==> config.mk <==
export PLATFORM = sky130hd
export DESIGN_NAME = fp_mult_seq
export DESIGN_NICKNAME = d
export VERILOG_FILES = /design/src/rtl/fp_pkg.sv /design/src/rtl/fp_mult_seq_mant_mul.sv /design/src/rtl/fp_mult_seq.sv
export SDC_FILE = /design/constraint.sdc
export NUM_CORES = 1
export LEC_CHECK = 0
export CAP_MARGIN = 10
export CELL_PAD_IN_SITES_DETAIL_PLACEMENT = 0
export CELL_PAD_IN_SITES_GLOBAL_PLACEMENT = 2
export CORE_UTILIZATION = 42
export CTS_BUF_LIST = sky130_fd_sc_hd__clkbuf_4 sky130_fd_sc_hd__clkbuf_8
export DETAILED_ROUTE_END_ITERATION = 12
export PLACE_DENSITY = 0.91
export SLEW_MARGIN = 20
export SYNTH_ARGS = -nofsm -noshare
export SYNTH_HDL_FRONTEND = slang
export SYNTH_SLANG_ARGS = --single-unit
==> constraint.sdc <==
create_clock -name clk -period 8.2 [get_ports clk]
set_clock_uncertainty 0.2 [all_clocks]
set_input_delay 0.82 -clock clk [delete_from_list [all_inputs] [get_ports clk]]
set_output_delay 0.82 -clock clk [all_outputs]
set_load 0.02 [all_outputs]
==> src/rtl/fp_pkg.sv <==
// Shared types, flag indices and IEEE-754 field helpers for the floating-point units.
// Helpers take the field widths as arguments so one package serves every format.
package fp_pkg;

    localparam int unsigned MaxW = 64;
    typedef logic [MaxW-1:0] word_t;

    typedef enum logic [2:0] {
        StIdle,
        StUnpack,
        StSpecial,
        StMul,
        StNorm,
        StRound,
        StDone
    } state_e;

    typedef enum logic {
        RndRne = 1'b0,
        RndRtz = 1'b1
    } rnd_mode_e;

    localparam int unsigned FlagInexact   = 0;
    localparam int unsigned FlagUnderflow = 1;
    localparam int unsigned FlagOverflow  = 2;
    localparam int unsigned FlagInvalid   = 3;

    function automatic word_t low_mask(input int unsigned w);
        word_t m;
        m = '0;
        for (int unsigned i = 0; i < MaxW; i++) begin
            if (i < w) m[i] = 1'b1;
        end
        return m;
    endfunction

    function automatic word_t exp_field(input word_t x, input int unsigned ew,
                                        input int unsigned mw);
        return (x >> mw) & low_mask(ew);
    endfunction

    function automatic word_t frac_field(input word_t x, input int unsigned mw);
        return x & low_mask(mw);
    endfunction

    function automatic logic is_nan(input word_t x, input int unsigned ew, input int unsigned mw);
        return (exp_field(x, ew, mw) == low_mask(ew)) && (frac_field(x, mw) != '0);
    endfunction

    // Signalling NaNs have the fraction MSB clear.
    function automatic logic is_snan(input word_t x, input int unsigned ew, input int unsigned mw);
        return is_nan(x, ew, mw) && (((x >> (mw - 1)) & word_t'(1)) == '0);
    endfunction

    function automatic logic is_inf(input word_t x, input int unsigned ew, input int unsigned mw);
        return (exp_field(x, ew, mw) == low_mask(ew)) && (frac_field(x, mw) == '0);
    endfunction

    function automatic logic is_zero_or_sub(input word_t x, input int unsigned ew,
                                            input int unsigned mw);
        return exp_field(x, ew, mw) == '0;
    endfunction

    function automatic word_t qnan(input int unsigned ew, input int unsigned mw);
        return (low_mask(ew) << mw) | (word_t'(1) << (mw - 1));
    endfunction

    function automatic word_t max_finite(input int unsigned ew, input int unsigned mw);
        return ((low_mask(ew) - word_t'(1)) << mw) | low_mask(mw);
    endfunction

endpackage

==> src/rtl/fp_mult_seq_mant_mul.sv <==
// Sequential shift-add significand multiplier: one multiplier bit per cycle, N cycles fixed.
// done is high during the final step; product is valid from the next cycle and held until start.
module mant_mul_seq #(
    parameter int unsigned N = 24
) (
    input  logic             clk,
    input  logic             rst_n,
    input  logic             start,
    input  logic [N-1:0]     a,
    input  logic [N-1:0]     b,
    output logic             done,
    output logic [2*N-1:0]   product
);

    localparam int unsigned CW = $clog2(N + 1);

    logic [2*N-1:0] mcand_q;
    logic [N-1:0]   mplier_q;
    logic [CW-1:0]  count_q;

    always_ff @(posedge clk or negedge rst_n) begin
        if (!rst_n) begin
            mcand_q  <= '0;
            mplier_q <= '0;
            count_q  <= '0;
            product  <= '0;
        end else if (start) begin
            mcand_q  <= {{N{1'b0}}, a};
            mplier_q <= b;
            count_q  <= CW'(N);
            product  <= '0;
        end else if (count_q != '0) begin
            if (mplier_q[0]) begin
                product <= product + mcand_q;
            end
            mcand_q  <= mcand_q << 1;
            mplier_q <= mplier_q >> 1;
            count_q  <= count_q - CW'(1);
        end
    end

    assign done = (count_q == CW'(1));

endmodule

==> src/rtl/fp_mult_seq.sv <==
// Multi-cycle floating-point multiplier with RNE/RTZ rounding, IEEE-style exception flags
// and flush-to-zero for subnormal inputs and outputs.
module fp_mult_seq
    import fp_pkg::*;
#(
    parameter int unsigned EXP_W = 8,
    parameter int unsigned MAN_W = 23
) (
    input  logic                   clk,
    input  logic                   rst_n,
    input  logic                   start,
    input  logic                   rnd_mode,
    input  logic [EXP_W+MAN_W:0]   a,
    input  logic [EXP_W+MAN_W:0]   b,
    output logic                   busy,
    output logic                   ready,
    output logic [EXP_W+MAN_W:0]   y,
    output logic [3:0]             flags
);

    localparam int unsigned W    = 1 + EXP_W + MAN_W;
    localparam int unsigned N    = MAN_W + 1;
    localparam int unsigned PW   = 2 * N;
    localparam int unsigned EW2  = EXP_W + 2;
    localparam int unsigned BIAS = 2 ** (EXP_W - 1) - 1;

    localparam word_t          QNAN_WORD   = qnan(EXP_W, MAN_W);
    localparam word_t          MAXF_WORD   = max_finite(EXP_W, MAN_W);
    localparam logic [W-2:0]   QNAN_MAG    = QNAN_WORD[W-2:0];
    localparam logic [W-2:0]   MAXF_MAG    = MAXF_WORD[W-2:0];
    localparam logic [W-2:0]   INF_MAG     = {{EXP_W{1'b1}}, {MAN_W{1'b0}}};
    localparam logic [EW2-1:0] EXP_MAX     = EW2'(2 ** EXP_W - 1);
    localparam logic [PW-1:0]  STICKY_MASK = (PW'(1) << (MAN_W - 2)) - PW'(1);

    state_e          state;
    logic [W-1:0]    a_q, b_q;
    rnd_mode_e       rnd_q;
    logic            sign_q;
    // Two's-complement exponent with two guard bits; MSB set means negative.
    logic [EW2-1:0]  exp_q;
    logic [N-1:0]    sig_a_q, sig_b_q;
    logic [MAN_W-1:0] frac_q;
    logic            g_q, r_q, s_q;

    // Operand classification on the captured words.
    logic a_nan, b_nan, a_snan, b_snan, a_inf, b_inf, a_zero, b_zero;

    assign a_nan  = is_nan(word_t'(a_q), EXP_W, MAN_W);
    assign b_nan  = is_nan(word_t'(b_q), EXP_W, MAN_W);
    assign a_snan = is_snan(word_t'(a_q), EXP_W, MAN_W);
    assign b_snan = is_snan(word_t'(b_q), EXP_W, MAN_W);
    assign a_inf  = is_inf(word_t'(a_q), EXP_W, MAN_W);
    assign b_inf  = is_inf(word_t'(b_q), EXP_W, MAN_W);
    assign a_zero = is_zero_or_sub(word_t'(a_q), EXP_W, MAN_W);
    assign b_zero = is_zero_or_sub(word_t'(b_q), EXP_W, MAN_W);

    logic         special_hit;
    logic [W-1:0] special_y;
    logic [3:0]   special_flags;

    always_comb begin
        special_hit   = 1'b1;
        special_y     = '0;
        special_flags = '0;
        if (a_nan || b_nan) begin
            special_y                  = {1'b0, QNAN_MAG};
            special_flags[FlagInvalid] = a_snan | b_snan;
        end else if ((a_inf && b_zero) || (b_inf && a_zero)) begin
            special_y                  = {1'b0, QNAN_MAG};
            special_flags[FlagInvalid] = 1'b1;
        end else if (a_inf || b_inf) begin
            special_y = {sign_q, INF_MAG};
        end else if (a_zero || b_zero) begin
            special_y = {sign_q, {(W-1){1'b0}}};
        end else begin
            special_hit = 1'b0;
        end
    end

    logic          mul_start, mul_done;
    logic [PW-1:0] prod;

    assign mul_start = (state == StSpecial) && !special_hit;

    mant_mul_seq #(
        .N (N)
    ) u_mant_mul (
        .clk     (clk),
        .rst_n   (rst_n),
        .start   (mul_start),
        .a       (sig_a_q),
        .b       (sig_b_q),
        .done    (mul_done),
        .product (prod)
    );

    // Product lies in [1,4); after normalisation the leading one sits at bit PW-2.
    logic [PW-1:0] prod_n;
    logic          shift_out;
    logic          unused_prod;

    assign prod_n      = prod[PW-1] ? (prod >> 1) : prod;
    assign shift_out   = prod[PW-1] & prod[0];
    assign unused_prod = ^prod_n[PW-1:PW-2];

    logic             round_inc, carry, uflow, oflow;
    logic [MAN_W-1:0] frac_r;
    logic [EW2-1:0]   exp_r;
    logic [W-1:0]     round_y;
    logic [3:0]       round_flags;

    always_comb begin
        round_inc       = (rnd_q == RndRne) & g_q & (r_q | s_q | frac_q[0]);
        {carry, frac_r} = {1'b0, frac_q} + {{MAN_W{1'b0}}, round_inc};
        exp_r           = exp_q + {{(EW2-1){1'b0}}, carry};
        uflow           = exp_q[EW2-1] | (exp_q == '0);
        oflow           = !exp_r[EW2-1] && (exp_r >= EXP_MAX);
        round_y         = {sign_q, exp_r[EXP_W-1:0], frac_r};
        round_flags     = '0;
        if (uflow) begin
            round_y                    = {sign_q, {(W-1){1'b0}}};
            round_flags[FlagUnderflow] = 1'b1;
            round_flags[FlagInexact]   = 1'b1;
        end else if (oflow) begin
            round_y                   = {sign_q, (rnd_q == RndRtz) ? MAXF_MAG : INF_MAG};
            round_flags[FlagOverflow] = 1'b1;
            round_flags[FlagInexact]  = 1'b1;
        end else begin
            round_flags[FlagInexact] = g_q | r_q | s_q;
        end
    end

    always_ff @(posedge clk or negedge rst_n) begin
        if (!rst_n) begin
            state   <= StIdle;
            busy    <= 1'b0;
            ready   <= 1'b0;
            y       <= '0;
            flags   <= '0;
            a_q     <= '0;
            b_q     <= '0;
            rnd_q   <= RndRne;
            sign_q  <= 1'b0;
            exp_q   <= '0;
            sig_a_q <= '0;
            sig_b_q <= '0;
            frac_q  <= '0;
            g_q     <= 1'b0;
            r_q     <= 1'b0;
            s_q     <= 1'b0;
        end else begin
            ready <= 1'b0;
            unique case (state)
                StIdle: begin
                    if (start) begin
                        a_q   <= a;
                        b_q   <= b;
                        rnd_q <= rnd_mode_e'(rnd_mode);
                        busy  <= 1'b1;
                        state <= StUnpack;
                    end
                end
                StUnpack: begin
                    sign_q  <= a_q[W-1] ^ b_q[W-1];
                    exp_q   <= EW2'(a_q[W-2:MAN_W]) + EW2'(b_q[W-2:MAN_W]) - EW2'(BIAS);
                    sig_a_q <= {1'b1, a_q[MAN_W-1:0]};
                    sig_b_q <= {1'b1, b_q[MAN_W-1:0]};
                    state   <= StSpecial;
                end
                StSpecial: begin
                    if (special_hit) begin
                        y     <= special_y;
                        flags <= special_flags;
                        ready <= 1'b1;
                        state <= StDone;
                    end else begin
                        state <= StMul;
                    end
                end
                StMul: begin
                    if (mul_done) state <= StNorm;
                end
                StNorm: begin
                    frac_q <= prod_n[PW-3 -: MAN_W];
                    g_q    <= prod_n[MAN_W-1];
                    r_q    <= prod_n[MAN_W-2];
                    s_q    <= (|(prod_n & STICKY_MASK)) | shift_out;
                    exp_q  <= exp_q + EW2'(prod[PW-1]);
                    state  <= StRound;
                end
                StRound: begin
                    y     <= round_y;
                    flags <= round_flags;
                    ready <= 1'b1;
                    state <= StDone;
                end
                StDone: begin
                    busy  <= 1'b0;
                    state <= StIdle;
                end
                default: state <= StIdle;
            endcase
        end
    end

endmodule

==> flow_summary.ini, run 1 <==
[cts]
cts_buffer_depth = 3
hold_buffers = 0
cts-resized-gates = 0
path_clk_slew_ns = 0.06
cts_buffers = 55
root_buffer = clkbuf_8
cts.sinks = 315
cts_tree = yes
clk_latency_ns = 0.64
cts_setup_buffers = 0
ctsHtreeMaxLevel = 2

[worst_hold_path]
hold_path_class = input port to asynchronous set/reset pin

[critical_path]
arrival_ns = 4.82
required_ns = 8.47
worstSetupStartpointType = flop
reg2reg_depth = 16
r2r_end = y[25]
cp-end-kind = flop
worstPathMaxFanout = 28
crit_type = flop to flop
slowest_delay_ns = 0.60
crit_chain = nand2b_1 -> nor2_1 -> nand3_1 -> nor2_1 -> nand2_1 -> nor2_1 -> and4_1 -> ha_1 -> nand3_1 -> xor2_1 -> nor2_1 -> a41o_1 -> o21ai_4 -> inv_1 -> a21oi_1 -> a21oi_1
reg2reg_slack_ns = 3.65
r2r_start = rnd_q
path_common_cell = nor2_1
cp_slowest_cell = o21ai_4

[power]
vdd_drop_max_uv = 240
leakage_nw = 8.99
p_per_area_mw_per_mm2 = 390

[sta]
max_slew.worst_pin.slew_ns = 0.946
slew_viol_final = 0
finalHoldViolCount = 0
maxSlewHeadroom_pct = 36.9
fmax_mhz = 220
layout_worst_path_cycle_share_pct = 55.5
setup_viol = 0
rsz0062_at_grt = false
tns_ns = 0
postLayoutSetupSlackWorst_ns = 3.65
finalCriticalPeriod_ns = 4.55

[route]
avgRoutedWirePerCell_um = 16.9
ant_nets = 0
drc = 0
drt_first_pass_iters = 5
routed_wl_mm = 41.8
num_vias = 13382
initialDrtViolationCount = 752
routed_via_density = 5.41

[logic_synthesis]
async_reset_ff_share_pct = 100
synth_mux_area_share_pct = 5.75
synth_compound_area_share_pct = 15.3
yosys.area_share.xor_xnor_pct = 4.12
synth_top_family_by_area = simple AND/OR/NAND/NOR gates
netlist_area_mm2 = 0.0168
syn_inst = 1844
ys_seq_area_share_pct = 47.0
ys_warn_count = 0
synth_ff_type = dfrtp_1
ys_types = 82
synth_edf_count = 0
syn_nets = 1984
synth_fa_ha_area_share_pct = 5.46
synthSimpleGateAreaFrac_pct = 19.1
ys_ff_latch = 315
synth_area_per_cell_um2 = 9.10

[grt]
grt_pass1_vias = 13358
grtUsageTotal_pct = 21.1
grt_max_degree = 125
grt_pass1_wl_mm = 70.2
overflow = 0
antenna_found_initial = 0

[floorplanning]
die_w_um = 202
core_area_mm2 = 0.0390
row_count = 72
ios = 106
die_y_um = 202
design.die.area_mm2 = 0.0408
initial_core_util_pct = 43.0

[final_layout]
drive_gt1_share_pct = 10.6
final_common_cell = nand2_1
finalNetCount = 2053
stdcell_area_mm2 = 0.0194
fillers = 3724
final_cells = 2475
mostFrequentLayoutCells = nand2_1 (424), dfrtp_1 (315), a21oi_1 (162)
syn_to_final_growth_pct = 15.7
diodes = 0

[job]
cap_violations = 0

[placed_design]
dp_hpwl_mm = 27.7
dp_cells = 2374
place_area_mm2 = 0.0182
place_congestion = 0.863
numPortBuffers = 105
pre_cts_ws_ns = 3.39

[run_status]
outcome = complete, no violations
==> registers in the layout, indices dropped and copies added, names as in the netlist, 3 cells and up <==
name and flops:
exp_q 10, sig_b_q 23, state 3, u_mant_mul.mcand_q 48, sig_a_q 24, u_mant_mul.product 48
u_mant_mul.count_q 5, a_q 32, y 32, flags 4, u_mant_mul.mplier_q 24, frac_q 23
b_q 32
==> layout make-up <==
type,count,area [µm²],share of cell area (%)
multi-input combinational,1398,8410,43.3
sequential,315,7880,40.6
timing repair buffer,118,1170,6.00
clock buffer,88,1100,5.65
tap,518,648,3.34
clock inverter,13,129,0.663
inverter,25,93.8,0.483
==> critical path, delay by kind of cell, from the launching register on <==
kind,cells,cell delay (ns)
fa+ha+maj,1,0.24
compound gates,4,1.49
buf+inv,1,0.14
flops,1,0.42
simple gates,9,1.71
xor+xnor,1,0.21
==> cells in the mapped netlist (3+ instances only) <==
cell      count  area (µm²)
clkbuf_2      4        20.0
o21ai_0      51         255
buf_2         8        40.0
o221ai_1      3        26.3
mux2_2       60         676
nor3_1       18        90.1
o21a_1        6        45.0
o21ai_1       5        25.0
clkbuf_1     76         285
and2_1        7        43.8
nand2b_1     10        62.6
a211oi_1     13        97.6
nor2b_1       8        50.1
a21o_1       59         443
o21bai_1      6        45.0
a311oi_1      3        26.3
xor2_1       36         315
nand4_1      29         181
mux2i_1      29         290
and3_1       15        93.8
a21oi_1     162         811
a22oi_1       3        22.5
nor2_1      157         589
nand2_1     425        1600
xnor2_1      43         377
o211ai_1      5        37.5
a31oi_1      56         350
ha_1         70         876
nand3_1      37         185
nor4_1       19         119
a221o_1       3        30.0
and4_1        5        43.8
buf_1        11        41.3
inv_1        24        90.1
dfrtp_1     315        7880
nand4b_1      3        26.3
or3_1         4        25.0
==> where the power goes <==
group	internal [mW]	leakage, nW	switching [mW]
clock network	0.914	0.655	0.670
registers	2.17	3.98	0.554
logic	1.36	4.36	1.90
total	4.45	8.99	3.13
==> per-stage QoR <==
step	hold WS [ns]	utilization, %	total power [mW]
CTS	0.101	49.8	7.66
detailed placement	0.252	46.6	6.02
floorplan	0.235	-	5.14
finish	0.0994	49.8	7.58
global route	0.150	49.8	8.24
global placement	0.250	46.6	5.97
==> worst max-delay path by stage <==
stage / startpoint / endpoint / slack (ns) / depth (start not counted)
CTS: rnd_q / y[27] / 3.36 / 16
floorplan: rnd_q / y[10] / 4.57 / 17
finish: rnd_q / y[25] / 3.65 / 16
detailed placement: rnd_q / y[27] / 3.39 / 16
global route: rnd_q / y[27] / 3.14 / 16
global placement: rnd_q / y[28] / 3.56 / 16
==> kinds of logic after synthesis <==
| family | after synthesis |
|---|---|
| AND/OR/NAND/NOR | 750 |
| AO/OA/AOI/OAI | 408 |
| flip-flops | 315 |
| buffers and inverters | 131 |
| multiplexers | 89 |
| XOR/XNOR | 79 |
| adder cells (fa/ha/maj) | 72 |
==> routing by layer <==
metal,share of wire [%],GRT usage (%),routed length [µm]
met5,0,0,0
met4,2.2,6.52,920
met3,4.0,3.35,1690
met2,46,33.8,19100
met1,48,29.3,20100
Note: power is estimated with default switching activity, not from simulation.
==> inputs of run 2 (changes only) <==
- CORE_UTILIZATION: 42 -> 35
- PLACE_DENSITY: 0.91 -> 0.81
- clock period: 8.2 -> 3.74 ns (I/O delays scaled with it)
==> run 2 against run 1 <==
Via count fell by 0.34%. Setup slack got worse by 3.4 ns. Sequential share of layout area fell by 0.91 points. First-iteration DRC count rose by 2.4%. Critical path depth rose by 1. Sequential power rose by 120%. Design area rose by 2.3%. Largest power group unchanged. Fmax rose by 31%. Count of clock-buffer cells in the layout fell by 2.
==> flow_summary.ini, run 2 (same netlist as run 1, synthesis figures left out) <==
[cts]
cts_tree = yes
cts.sinks = 315
ctsHtreeMaxLevel = 2
path_clk_slew_ns = 0.07
cts_buffer_depth = 3
cts_buffers = 57
root_buffer = clkbuf_8
clk_latency_ns = 0.65

[placed_design]
numPortBuffers = 105
place_congestion = 0.856
dp_hpwl_mm = 30.5

[floorplanning]
ios = 106
row_count = 79
initial_core_util_pct = 35.8
die_y_um = 221
design.die.area_mm2 = 0.0488
die_w_um = 221
core_area_mm2 = 0.0470

[grt]
antenna_found_initial = 0
grtUsageTotal_pct = 18.4
overflow = 0
grt_max_degree = 99
grt_pass1_vias = 13587
grt_pass1_wl_mm = 73.7

[critical_path]
crit_type = flop to flop
required_ns = 4.11
r2r_end = y[22]
crit_start = rnd_q
cp-end-kind = flop
worstSetupStartpointType = flop
cp-endpoint = y[22]
arrival_ns = 3.85
reg2reg_slack_ns = 0.26
r2r_start = rnd_q
worstPathMaxFanout = 11
reg2reg_depth = 17

[run_status]
outcome = complete, no violations

[route]
drc = 0
initialDrtViolationCount = 770
ant_nets = 0
drt_first_pass_iters = 7
avgRoutedWirePerCell_um = 16.9
num_vias = 13337
routed_wl_mm = 43.9
routed_via_density = 5.15

[final_layout]
top_regs = u_mant_mul.mcand_q (48), u_mant_mul.product (48)
syn_to_final_growth_pct = 18.4
drive_gt1_share_pct = 12.3
fillers = 4666
diodes = 0
final_common_cell = nand2_1
mostFrequentLayoutCells = nand2_1 (424), dfrtp_1 (314), a21oi_1 (161)
finalNetCount = 2085
post-route-util_pct = 42.3

[power]
p_int_mw = 9.93
p_per_area_mw_per_mm2 = 852
vdd_drop_max_uv = 316
swShare_pct = 41.3
clkPwrFrac_pct = 20.6
power_switching_mw = 7.00
pwr-share-seq_pct = 35.4
p_comb_share_pct = 43.9
leakage_nw = 9.15

[sta]
tns_ns = 0
fmax_mhz = 287
setup_viol = 0
finalCriticalPeriod_ns = 3.48
slew_viol_final = 0
finalHoldViolCount = 0
max_slew.worst_pin.slew_ns = 0.801
layout_worst_path_cycle_share_pct = 93.1
maxSlewHeadroom_pct = 46.6

[job]
cap_violations = 0

[worst_hold_path]
hold_path_class = input port to asynchronous set/reset pin
-- run 2: layout make-up --
class | count | area [µm²] | share of cell area, %
Multi-Input combinational cell | 1398 | 8460 | 42.5
Sequential cell | 315 | 7880 | 39.7
Timing Repair Buffer | 148 | 1460 | 7.32
Clock buffer | 86 | 1100 | 5.55
Tap cell | 607 | 759 | 3.82
Clock inverter | 13 | 129 | 0.648
Inverter | 25 | 93.8 | 0.472
-- run 2: worst min path at each step --
stage                     startpoint                      to  cells after the start
after floorplan                rst_n                  a_q[0]                      0
after global placement         rst_n  u_mant_mul.mcand_q[28]                      1
after detailed placement       rst_n  u_mant_mul.mcand_q[28]                      1
after CTS                      rst_n  u_mant_mul.product[25]                      2
after global routing           rst_n  u_mant_mul.mcand_q[28]                      2
final                          rst_n  u_mant_mul.product[25]                      2
-- run 2: worst max-delay path, cell delays in order (launching register included) --
cell and delay [ns]:
dfrtp_2 0.44, nand2b_4 0.16, nor2_2 0.14, nand3_1 0.11, nor2_2 0.13, nand2_1 0.12, nor2_2 0.15, and4_4 0.24
ha_2 0.22, nand3_2 0.11, xor2_1 0.22, nor2_1 0.05, a41o_1 0.26, o21ai_4 0.28, o21ai_4 0.11, buf_6 0.18
a21o_1 0.15, a21oi_1 0.14
-- run 2: what timing repair did --
action	in CTS	in global routing
gates resized for setup	1	18
endpoints found under the hold margin	204	0
buffers inserted	0	3
hold buffers	1	0
setup endpoints to repair	7	31
pin swaps	0	4
cloned	0	1
-- run 2: power by group through the flow --
stage               Combinational [mW]  Clock, mW  Sequential (mW)
finish                            7.44       3.49             6.00
global route                      8.38       3.78             6.20
CTS                               7.47       3.63             6.00
detailed placement                7.42          0             6.05
global placement                  7.36          0             6.02
floorplan                         5.63          0             5.63
-- run 2: metrics by stage --
step                      setup slack (ns)  cells  total power [mW]  hold slack (ns)  instance area (µm²)
after global routing               -0.0256   2592              18.4           0.0593                19900
after CTS                           0.0855   2588              17.1           0.0351                19800
after global placement              0.0581   2488              13.4            0.141                18500
after detailed placement           -0.0663   2488              13.5            0.140                18500
final                                0.259   2592              16.9           0.0507                19900
after floorplan                      0.111   1844              11.3           -0.122                16800
-- run 2: per-layer routing --
| layer | global-route usage (%) | vias to the layer above | wire [µm] |
|---|---|---|---|
| met5 | 0 | - | 0 |
| met4 | 5.75 | 0 | 1020 |
| met3 | 2.60 | 76 | 1310 |
| met2 | 29.7 | 195 | 20300 |
| met1 | 25.5 | 6437 | 21300 |
| li1 | - | 6629 | - |
==> inputs of run 3 (changes only) <==
- SETUP_SLACK_MARGIN: default -> 0.2
==> run 3 against run 2 <==
Register-to-register slack gained 0.11 ns. Combinational power grew 1%. Critical path depth shrank 6. Non-clock buffer count shrank 1. Clock power shrank 5%. Design area shrank 0.21%. Power shrank 0.48%. Count of clock-buffer cells in the layout grew 4. Die area is the same. Sequential power is essentially flat.
==> flow_summary.ini, run 3 (same netlist as run 1, synthesis figures left out) <==
[sta]
tns_ns = 0
layout_worst_path_cycle_share_pct = 90.2
postLayoutSetupSlackWorst_ns = 0.366
finalCriticalPeriod_ns = 3.37
finalHoldViolCount = 0
slew_viol_final = 0
setup_viol = 0
fmax_mhz = 296
maxSlewHeadroom_pct = 27.9
max_slew.worst_pin.slew_ns = 1.08
rsz0062_at_grt = true
holdWs_ns = 0.111

[critical_path]
r2r_end = u_mant_mul.product[47]
cp-end-kind = flop
required_ns = 4.09
arrival_ns = 3.73
crit_type = flop to flop
reg2reg_depth = 11
reg2reg_slack_ns = 0.37
r2r_start = u_mant_mul.product[33]
worstPathMaxFanout = 6
worstSetupStartpointType = flop

[placed_design]
place_area_mm2 = 0.0185
numPortBuffers = 105
dp_cells = 2487
dp_hpwl_mm = 30.2
place_congestion = 0.867
pre_cts_ws_ns = -0.106

[grt]
antenna_found_initial = 0
globalRouteMet2Util_pct = 29.2
grt_pass1_wl_mm = 74.0
grtUsageTotal_pct = 18.4
overflow = 0
grt_max_degree = 86
grtUsageMet3_pct = 3.39
grt.busiest_layer = met2
grtUsageMet1_pct = 25.5
grt_pass1_vias = 13685

[final_layout]
finalNetCount = 2083
drive_gt1_share_pct = 12.5
regArea_mm2 = 0.00788
post-route-util_pct = 42.2
multi_input_area_mm2 = 0.00850
top_regs = u_mant_mul.mcand_q (48), u_mant_mul.product (48)
final_cells = 2587
diodes = 0
fillers = 4678
final_common_cell = nand2_1
mostFrequentLayoutCells = nand2_1 (423), dfrtp_1 (315), a21oi_1 (161)
stdcell_area_mm2 = 0.0198
syn_to_final_growth_pct = 18.2

[route]
avgRoutedWirePerCell_um = 16.9
drt_first_pass_iters = 5
num_vias = 13471
routed_via_density = 5.21
drc = 0
initialDrtViolationCount = 824
routed_wl_mm = 43.8
ant_nets = 0

[run_status]
outcome = complete, no violations

[cts]
root_buffer = clkbuf_8
cts_tree = yes
path_clk_slew_ns = 0.06
cts_buffer_depth = 3
ctsHtreeMaxLevel = 2
cts_buffers = 56
clk_latency_ns = 0.67
cts.sinks = 315

[floorplanning]
initial_core_util_pct = 35.8
design.die.area_mm2 = 0.0488
row_count = 79
core_area_mm2 = 0.0470
die_w_um = 221
die_y_um = 221
ios = 106

[power]
power.total_mw = 16.8
leakage_nw = 9.12
p_per_area_mw_per_mm2 = 849
vdd_drop_max_uv = 360

[worst_hold_path]
hold_path_class = input port to asynchronous set/reset pin

[job]
cap_violations = 0
run 3: area by class of cell:
type	instances	share of cell area, %
Multi-Input combinational cell	1398	42.8
Sequential cell	315	39.7
Timing Repair Buffer	147	7.32
Clock buffer	90	5.61
Tap cell	607	3.83
Inverter	25	0.473
Clock inverter	5	0.189
run 3: report_power, final:
group	internal [mW]	switching, mW
registers	4.76	1.22
clock network	1.87	1.47
logic	3.24	4.28
total	9.88	6.97
run 3: worst max path at each step:
| stage | slack [ns] | start | end | depth (start not counted) |
|---|---|---|---|---|
| final | 0.37 | u_mant_mul.product[33] | u_mant_mul.product[47] | 11 |
| after global routing | 0.16 | rnd_q | y[23] | 18 |
| after global placement | 0.08 | rnd_q | y[24] | 16 |
| after floorplan | 0.24 | rnd_q | y[10] | 17 |
| after CTS | 0.20 | rnd_q | y[22] | 17 |
| after detailed placement | -0.11 | rnd_q | y[27] | 16 |
run 3: metal layers:
layer / part of all wire [%] / vias to the layer above
met5: 0 / -
met4: 2.4 / 0
met3: 3.4 / 77
met2: 46 / 208
met1: 49 / 6560
li1: - / 6626
run 3: critical path, stage by stage, from the launching register on:
cell and delay [ns]:
dfrtp_1 0.42, ha_1 0.40, and3_1 0.25, and3_2 0.25
and4_1 0.20, a221o_1 0.37, a31oi_4 0.25, o31ai_4 0.13
o221ai_1 0.22, xor2_1 0.11, or3_1 0.32, a21oi_1 0.15
run 3: repair_timing:
action,4_1_cts,5_1_grt
pin swaps,1,5
buffers inserted,2,2
endpoints found under the hold margin,75,0
resized for setup,5,19
hold buffers,1,0
setup endpoints to repair,31,38
